**src/rtl/multichannel_delay_line_pkg.sv**
```systemverilog
// Shared constants, FSM state type and lane-extension helper for the
// multichannel delay line.
package multichannel_delay_line_pkg;

    localparam int DATA_SIZE     = 16;
    localparam int FULL_SIZE     = 24;
    localparam int CHANNELS      = 4;
    localparam int MAX_DEPTH     = 16;
    localparam int DEFAULT_DELAY = 4;
    localparam bit SIGN_EXTEND   = 1'b1;

    // Widest lane the extension helper can handle.
    localparam int EXT_MAX = 64;

    typedef enum logic {
        FILL,
        RUN
    } delay_state_t;

    // Extends the low data_size bits of data to EXT_MAX bits; callers slice
    // the result down to their output width.
    function automatic logic [EXT_MAX-1:0] extend_lane(
        input logic [EXT_MAX-1:0] data,
        input int                 data_size,
        input logic               sign_mode
    );
        logic [EXT_MAX-1:0] result;
        logic               msb;
        msb = 1'b0;
        for (int i = 0; i < EXT_MAX; i++) begin
            if (i == data_size - 1) msb = data[i];
        end
        for (int i = 0; i < EXT_MAX; i++) begin
            result[i] = (i < data_size) ? data[i] : (sign_mode & msb);
        end
        return result;
    endfunction

endpackage

```
**src/rtl/multichannel_delay_line_ram.sv**
```systemverilog
// Sample buffer: one write port, one registered read port. A read and a write
// to the same address in the same clock return the previous contents.
module delay_line_ram #(
    parameter int DEPTH = 16,
    parameter int WIDTH = 96,
    parameter int AW    = $clog2(DEPTH)
) (
    input  logic             clk,
    input  logic             reset,
    input  logic             wr_en,
    input  logic [AW-1:0]    wr_addr,
    input  logic [WIDTH-1:0] wr_data,
    input  logic             rd_en,
    input  logic [AW-1:0]    rd_addr,
    output logic [WIDTH-1:0] rd_data
);

    logic [WIDTH-1:0] mem [DEPTH];

    always_ff @(posedge clk) begin
        if (wr_en) mem[wr_addr] <= wr_data;
    end

    always_ff @(posedge clk) begin
        if (reset) begin
            rd_data <= '0;
        end else if (rd_en) begin
            rd_data <= mem[rd_addr];
        end
    end

endmodule

```
**src/rtl/multichannel_delay_line.sv**
```systemverilog
// Multi-lane delay line whose depth is counted in accepted samples; the output
// is gated off while the buffer refills after reset or a delay change.
module multichannel_delay_line
    import multichannel_delay_line_pkg::*;
#(
    parameter int DATA_SIZE     = multichannel_delay_line_pkg::DATA_SIZE,
    parameter int FULL_SIZE     = multichannel_delay_line_pkg::FULL_SIZE,
    parameter int CHANNELS      = multichannel_delay_line_pkg::CHANNELS,
    parameter int MAX_DEPTH     = multichannel_delay_line_pkg::MAX_DEPTH,
    parameter int DEFAULT_DELAY = multichannel_delay_line_pkg::DEFAULT_DELAY,
    parameter bit SIGN_EXTEND   = multichannel_delay_line_pkg::SIGN_EXTEND
) (
    input  logic                             clk,
    input  logic                             reset,
    input  logic [CHANNELS*DATA_SIZE-1:0]    input_data,
    input  logic                             input_valid,
    input  logic                             enable,
    input  logic                             delay_load,
    input  logic [$clog2(MAX_DEPTH+1)-1:0]   delay_value,
    output logic [CHANNELS*FULL_SIZE-1:0]    output_data,
    output logic                             output_valid,
    output logic [$clog2(MAX_DEPTH+1)-1:0]   delay_current,
    output logic                             filling
);

    localparam int DW = $clog2(MAX_DEPTH + 1);
    localparam int PW = $clog2(MAX_DEPTH);
    localparam int WW = CHANNELS * FULL_SIZE;

    delay_state_t       state, state_n;
    logic [DW-1:0]      delay_q, delay_clamped;
    logic [DW-1:0]      fill_cnt, fill_n;
    logic [PW-1:0]      wr_ptr, rd_addr;
    logic [DW:0]        rd_sum;
    logic               rd_en;
    logic               en_q;
    logic [WW-1:0]      wr_word, rd_word;
    logic [EXT_MAX-1:0] lane_wide;

    always_comb begin
        delay_clamped = delay_value;
        if (delay_value == '0) begin
            delay_clamped = DW'(1);
        end else if (delay_value > DW'(MAX_DEPTH)) begin
            delay_clamped = DW'(MAX_DEPTH);
        end
    end

    always_comb begin
        wr_word   = '0;
        lane_wide = '0;
        for (int c = 0; c < CHANNELS; c++) begin
            lane_wide = extend_lane(EXT_MAX'(input_data[c*DATA_SIZE +: DATA_SIZE]),
                                    DATA_SIZE, SIGN_EXTEND);
            wr_word[c*FULL_SIZE +: FULL_SIZE] = lane_wide[FULL_SIZE-1:0];
        end
    end

    // Oldest-sample address: wr_ptr - D modulo MAX_DEPTH, kept non-negative.
    always_comb begin
        rd_sum = (DW+1)'(wr_ptr) + (DW+1)'(MAX_DEPTH) - (DW+1)'(delay_q);
        if (rd_sum >= (DW+1)'(MAX_DEPTH)) begin
            rd_sum = rd_sum - (DW+1)'(MAX_DEPTH);
        end
        rd_addr = PW'(rd_sum);
    end

    always_comb begin
        state_n = state;
        fill_n  = fill_cnt;
        rd_en   = 1'b0;
        if (delay_load) begin
            // A sample arriving with the load is the first fill sample under the new D.
            state_n = FILL;
            fill_n  = '0;
            if (input_valid) begin
                if (delay_clamped == DW'(1)) begin
                    state_n = RUN;
                end else begin
                    fill_n = DW'(1);
                end
            end
        end else if (input_valid) begin
            case (state)
                FILL: begin
                    if (fill_cnt == delay_q - DW'(1)) begin
                        state_n = RUN;
                        fill_n  = '0;
                    end else begin
                        fill_n = fill_cnt + DW'(1);
                    end
                end
                RUN:     rd_en = 1'b1;
                default: ;
            endcase
        end
    end

    always_ff @(posedge clk) begin
        if (reset) begin
            state        <= FILL;
            fill_cnt     <= '0;
            delay_q      <= DW'(DEFAULT_DELAY);
            wr_ptr       <= '0;
            output_valid <= 1'b0;
            en_q         <= 1'b0;
        end else begin
            state        <= state_n;
            fill_cnt     <= fill_n;
            output_valid <= rd_en;
            if (delay_load) delay_q <= delay_clamped;
            if (input_valid) begin
                wr_ptr <= (wr_ptr == PW'(MAX_DEPTH - 1)) ? '0 : wr_ptr + PW'(1);
            end
            if (rd_en) en_q <= enable;
        end
    end

    delay_line_ram #(
        .DEPTH (MAX_DEPTH),
        .WIDTH (WW),
        .AW    (PW)
    ) u_ram (
        .clk     (clk),
        .reset   (reset),
        .wr_en   (input_valid & ~reset),
        .wr_addr (wr_ptr),
        .wr_data (wr_word),
        .rd_en   (rd_en),
        .rd_addr (rd_addr),
        .rd_data (rd_word)
    );

    // rd_word and en_q only change on read cycles, so the output holds otherwise.
    assign output_data   = en_q ? rd_word : '0;
    assign delay_current = delay_q;
    assign filling       = (state == FILL);

endmodule

```
**config.mk**
```make
export PLATFORM = sky130hd
export DESIGN_NAME = multichannel_delay_line
export DESIGN_NICKNAME = d
export VERILOG_FILES = /design/src/rtl/multichannel_delay_line_pkg.sv /design/src/rtl/multichannel_delay_line_ram.sv /design/src/rtl/multichannel_delay_line.sv
export SDC_FILE = /design/constraint.sdc
export NUM_CORES = 1
export LEC_CHECK = 0
export CORE_MARGIN = 2
export CORE_UTILIZATION = 41
export DETAILED_ROUTE_END_ITERATION = 6
export GPL_TIMING_DRIVEN = 0
export PLACE_DENSITY_LB_ADDON = 0.2
export SETUP_SLACK_MARGIN = 0.1
export SLEW_MARGIN = 20
export SYNTH_ARGS = -nofsm -noshare
export SYNTH_HDL_FRONTEND = slang
export SYNTH_HIERARCHICAL = 1
export SYNTH_SLANG_ARGS = --single-unit
```
**constraint.sdc**
```tcl
create_clock -name clk -period 12.7 [get_ports clk]
set_input_delay 1.27 -clock clk [delete_from_list [all_inputs] [get_ports clk]]
set_output_delay 1.27 -clock clk [all_outputs]
set_load 0.03 [all_outputs]
```
==> impl_results.md <==
* Fmax at 0.198 GHz
* Worst setup path startpoint: en_q$_SDFFE_PP0P_
* Clock Tree Buf Depth at 3
* DR pass1 iterations at 5
* CP Launch Type: register
* RR Startpoint: wr_ptr[0]$_SDFFE_PP0P_
* Gates resized, CTS repair at 0
* Least-Margin Pin Slew at 1.05 ns
* Worst hold start: u_ram/rd_data[36]$_SDFFE_PP0P_
* First-pass GRT wire length at around 230 mm
* Tcrit/Tclk final at 39.8%
* CTS tree: built
* Vias in the first global route at 33864
* Tmin final at 5.06 ns
* Hold Path Depth at 2
* Die outline width at between 300 and 400 um
* GRT Util Overall at between 10% and 20%
* Die height at 398 um
* PwrDens at 157 nW/um^2
* Placed cell count at 6161
* Compound-Gate Fraction of Synth Area at between 4 and 5%
* Core area at 154000 sq um
* Peak supply drop at 0.120 mV
* DRC viols at 0
* Design Area, Final at between 70000 and 80000 sq um
* Die area at 158000 sq um
* Area leader, netlist: edfxtp_1
* DR WL/cell at 24.0 um
* Clock Sinks at ~1600
* DR vias at 34416
* # fillers at between 10000 and 15000
* Reg power frac at 50.7%
* Largest family of logic cells by synthesized area: multiplexers
* P_leak at between 20 and 30 nW
* Type of the worst setup path: register to primary output
* Post-synth EDFFs at 1536
* Number of port buffers at approximately 170
* Worst hold path class: register to register
* Sw frac at between 20% and 30%
* GPL Wtd Cong at 0.732
* Max-Cap Viols at 0
* Gate power share at 9.2%
* Fin cells at 6482
* RSZ-0062 raised after global routing: no
* Int Pwr at 9.10 mW
* Adder-Cell Fraction of Synth Area at 0.150%
* Detailed placement HPWL at 99.8 mm
* H-tree levels at 4
* Rows at 144
* Syn nets at 3897
* Clock share of power at 40.2%
* Post-synthesis xor/xnor area fraction at 0.150%
* Max Slew Vio Count at 0
* DR vias/cell at 5.31
* Antenna-violating nets left at 0
* Initial antenna violation count at 6
* Worst-Skew Late Latency at 0.77 ns
* Layout cell share with drive strength beyond 1 at 10.9%
* Final-report hold violation count at 0
* Synth Cell Area at about 64000 sq um
* Synth Area in Simple Gates at under 10%
* Area after DPL at 70000 sq um
* Mux cell area share after synthesis at 12.2%
* Crit path DAT at 3.79 ns
* Ys Warns at 6
* FF+latch count, synth at between 1500 and 2000
* Mean area per synthesized cell at 16.7 sq um
* Cell with the most instances after synthesis: edfxtp_1
* Clock Root Buffer: clkbuf_16
* Synthesized instance count at 3816
* Top_reg_cell synth: edfxtp_1
* # IOs at 177
* Total grt overflow at 0
* Initial drt markers at 2583
* Post-synth top area share at 72.6%
* Clock Pin Slew Worst Setup and Hold Paths at roughly 0.06 ns
* CTS Hold Bufs at 0
* Fin Hold WS at 0.446 ns
* Total wire length at 156 mm
* FF-to-FF path depth at 12
* Post-synth top cells: edfxtp_1 (1536), mux2i_1 (771), nand2_1 (297)
* P_sw at 2.71 mW
* Top area cells in the synthesized netlist: edfxtp_1 (73%), mux2i_1 (12%), dfxtp_1 (3.6%)
* Starting Density at 41.3%
* Setup Viol. Count Final at 0
* Setup Skew at 0.0207 ns
* Inserted Clock Buffers at 171
* Crit path max fanout at 10
* Critical Path RT at ~11 ns
* Asr flop ratio synth at 0%
* Nets@finish at 4371
* Pin count of the biggest net entering global routing at 123
* Crit end category: primary output
* Part of the Yosys area used for sequential elements at 76.1%
* Rel. slew slack at 29.9%
* Yosys cell types at 45
* Status: completed
* Area delta synth->final at 18.5%
* # Post-CTS Setup Buffers at 0
-- final cells by class --
| type | instances | area, sq um | area share [%] |
|---|---|---|---|
| antenna | 3 | 7.51 | 0.00997 |
| timing repair buffer | 301 | 3740 | 4.96 |
| tap | 2044 | 2560 | 3.40 |
| buffer | 216 | 1160 | 1.54 |
| sequential | 1649 | 48400 | 64.2 |
| inverter | 10 | 37.5 | 0.0498 |
| clock buffer | 266 | 4900 | 6.51 |
| clock inverter | 52 | 423 | 0.561 |
| multi-input combinational | 1941 | 14100 | 18.7 |
-- worst max-delay path: stages, from the launching register on --
cell and delay (ns):
dfxtp_1 0.96, clkbuf_2 0.41, buf_12 0.20, clkbuf_1 0.43, and2_1 0.27, clkdlybuf4s50_1 0.69
-- power groups by stage --
stage                     combinational (mW)  clock, mW  sequential (mW)
final                                   1.08       4.74             5.98
after floorplan                        0.667          0             6.10
after detailed placement                1.09          0             6.09
after CTS                               1.09       4.85             5.98
after global placement                  1.07          0             6.11
after global routing                    1.16       5.07             5.98
-- per-stage QoR --
step | setup TNS (ns) | total power, mW | utilization (%) | setup slack [ns]
detailed placement | 0 | 7.18 | 45.4 | 7.62
global placement | -1826.55 | 7.18 | 44.1 | -4.89
CTS | 0 | 11.9 | 48.9 | 7.39
floorplan | 0 | 6.76 | - | 3.30
finish | 0 | 11.8 | 48.9 | 7.64
global route | 0 | 12.2 | 48.9 | 7.44
-- sequential cells by signal, summed over array words and instances (netlist names) --
register / count
u_ram/mem: 1536
u_ram/rd_data: 96
delay_current: 5
fill_cnt: 5
wr_ptr: 4
en_q: 1
output_valid: 1
state: 1
-- final timing paths --
path,slack [ns],end
setup / recovery,7.64,output_data[77]
hold / removal,0.45,u_ram/rd_data[36]$_SDFFE_PP0P_
setup reg to reg,8.90,u_ram/rd_data[76]$_SDFFE_PP0P_
hold reg to reg,0.45,u_ram/rd_data[36]$_SDFFE_PP0P_
-- cell families (layout without fill, tap and decap cells) --
kind of cell,after synthesis,after routing
fa+ha+maj,7,7
compound gates,406,406
other cells,0,3
mux,772,772
flops,1649,1649
xor+xnor,10,10
simple gates,746,746
buf+inv,226,845
-- layout by cell type, fill, tap and decap left out, drive strengths merged, types with 2 or more instances in the layout --
cell           count
a21oi            199
a22oi            194
a31oi              5
and2              97
and3               3
buf              245
bufinv             5
clkbuf           368
clkdlybuf4s50    170
clkinv            43
dfxtp            113
diode              3
edfxtp          1536
ha                 6
inv               14
mux2i            771
nand2            297
nand2b             3
nand3            293
nand3b             4
nor2              29
nor2b              3
nor3               8
or3b               4
or4                2
xnor2              6
xor2               4
-- layer usage --
metal / wire length (um) / part of all wire [%] / track usage, % / up-vias
met3: 7720 / 5.0 / 2.66 / 208
li1: - / - / - / 15721
met5: 0 / 0 / 0 / -
met4: 3400 / 2.2 / 5.08 / 0
met2: 75500 / 49 / 32.3 / 896
met1: 69000 / 44 / 27.1 / 17591
No activity file was read; power rests on OpenSTA's default activity.
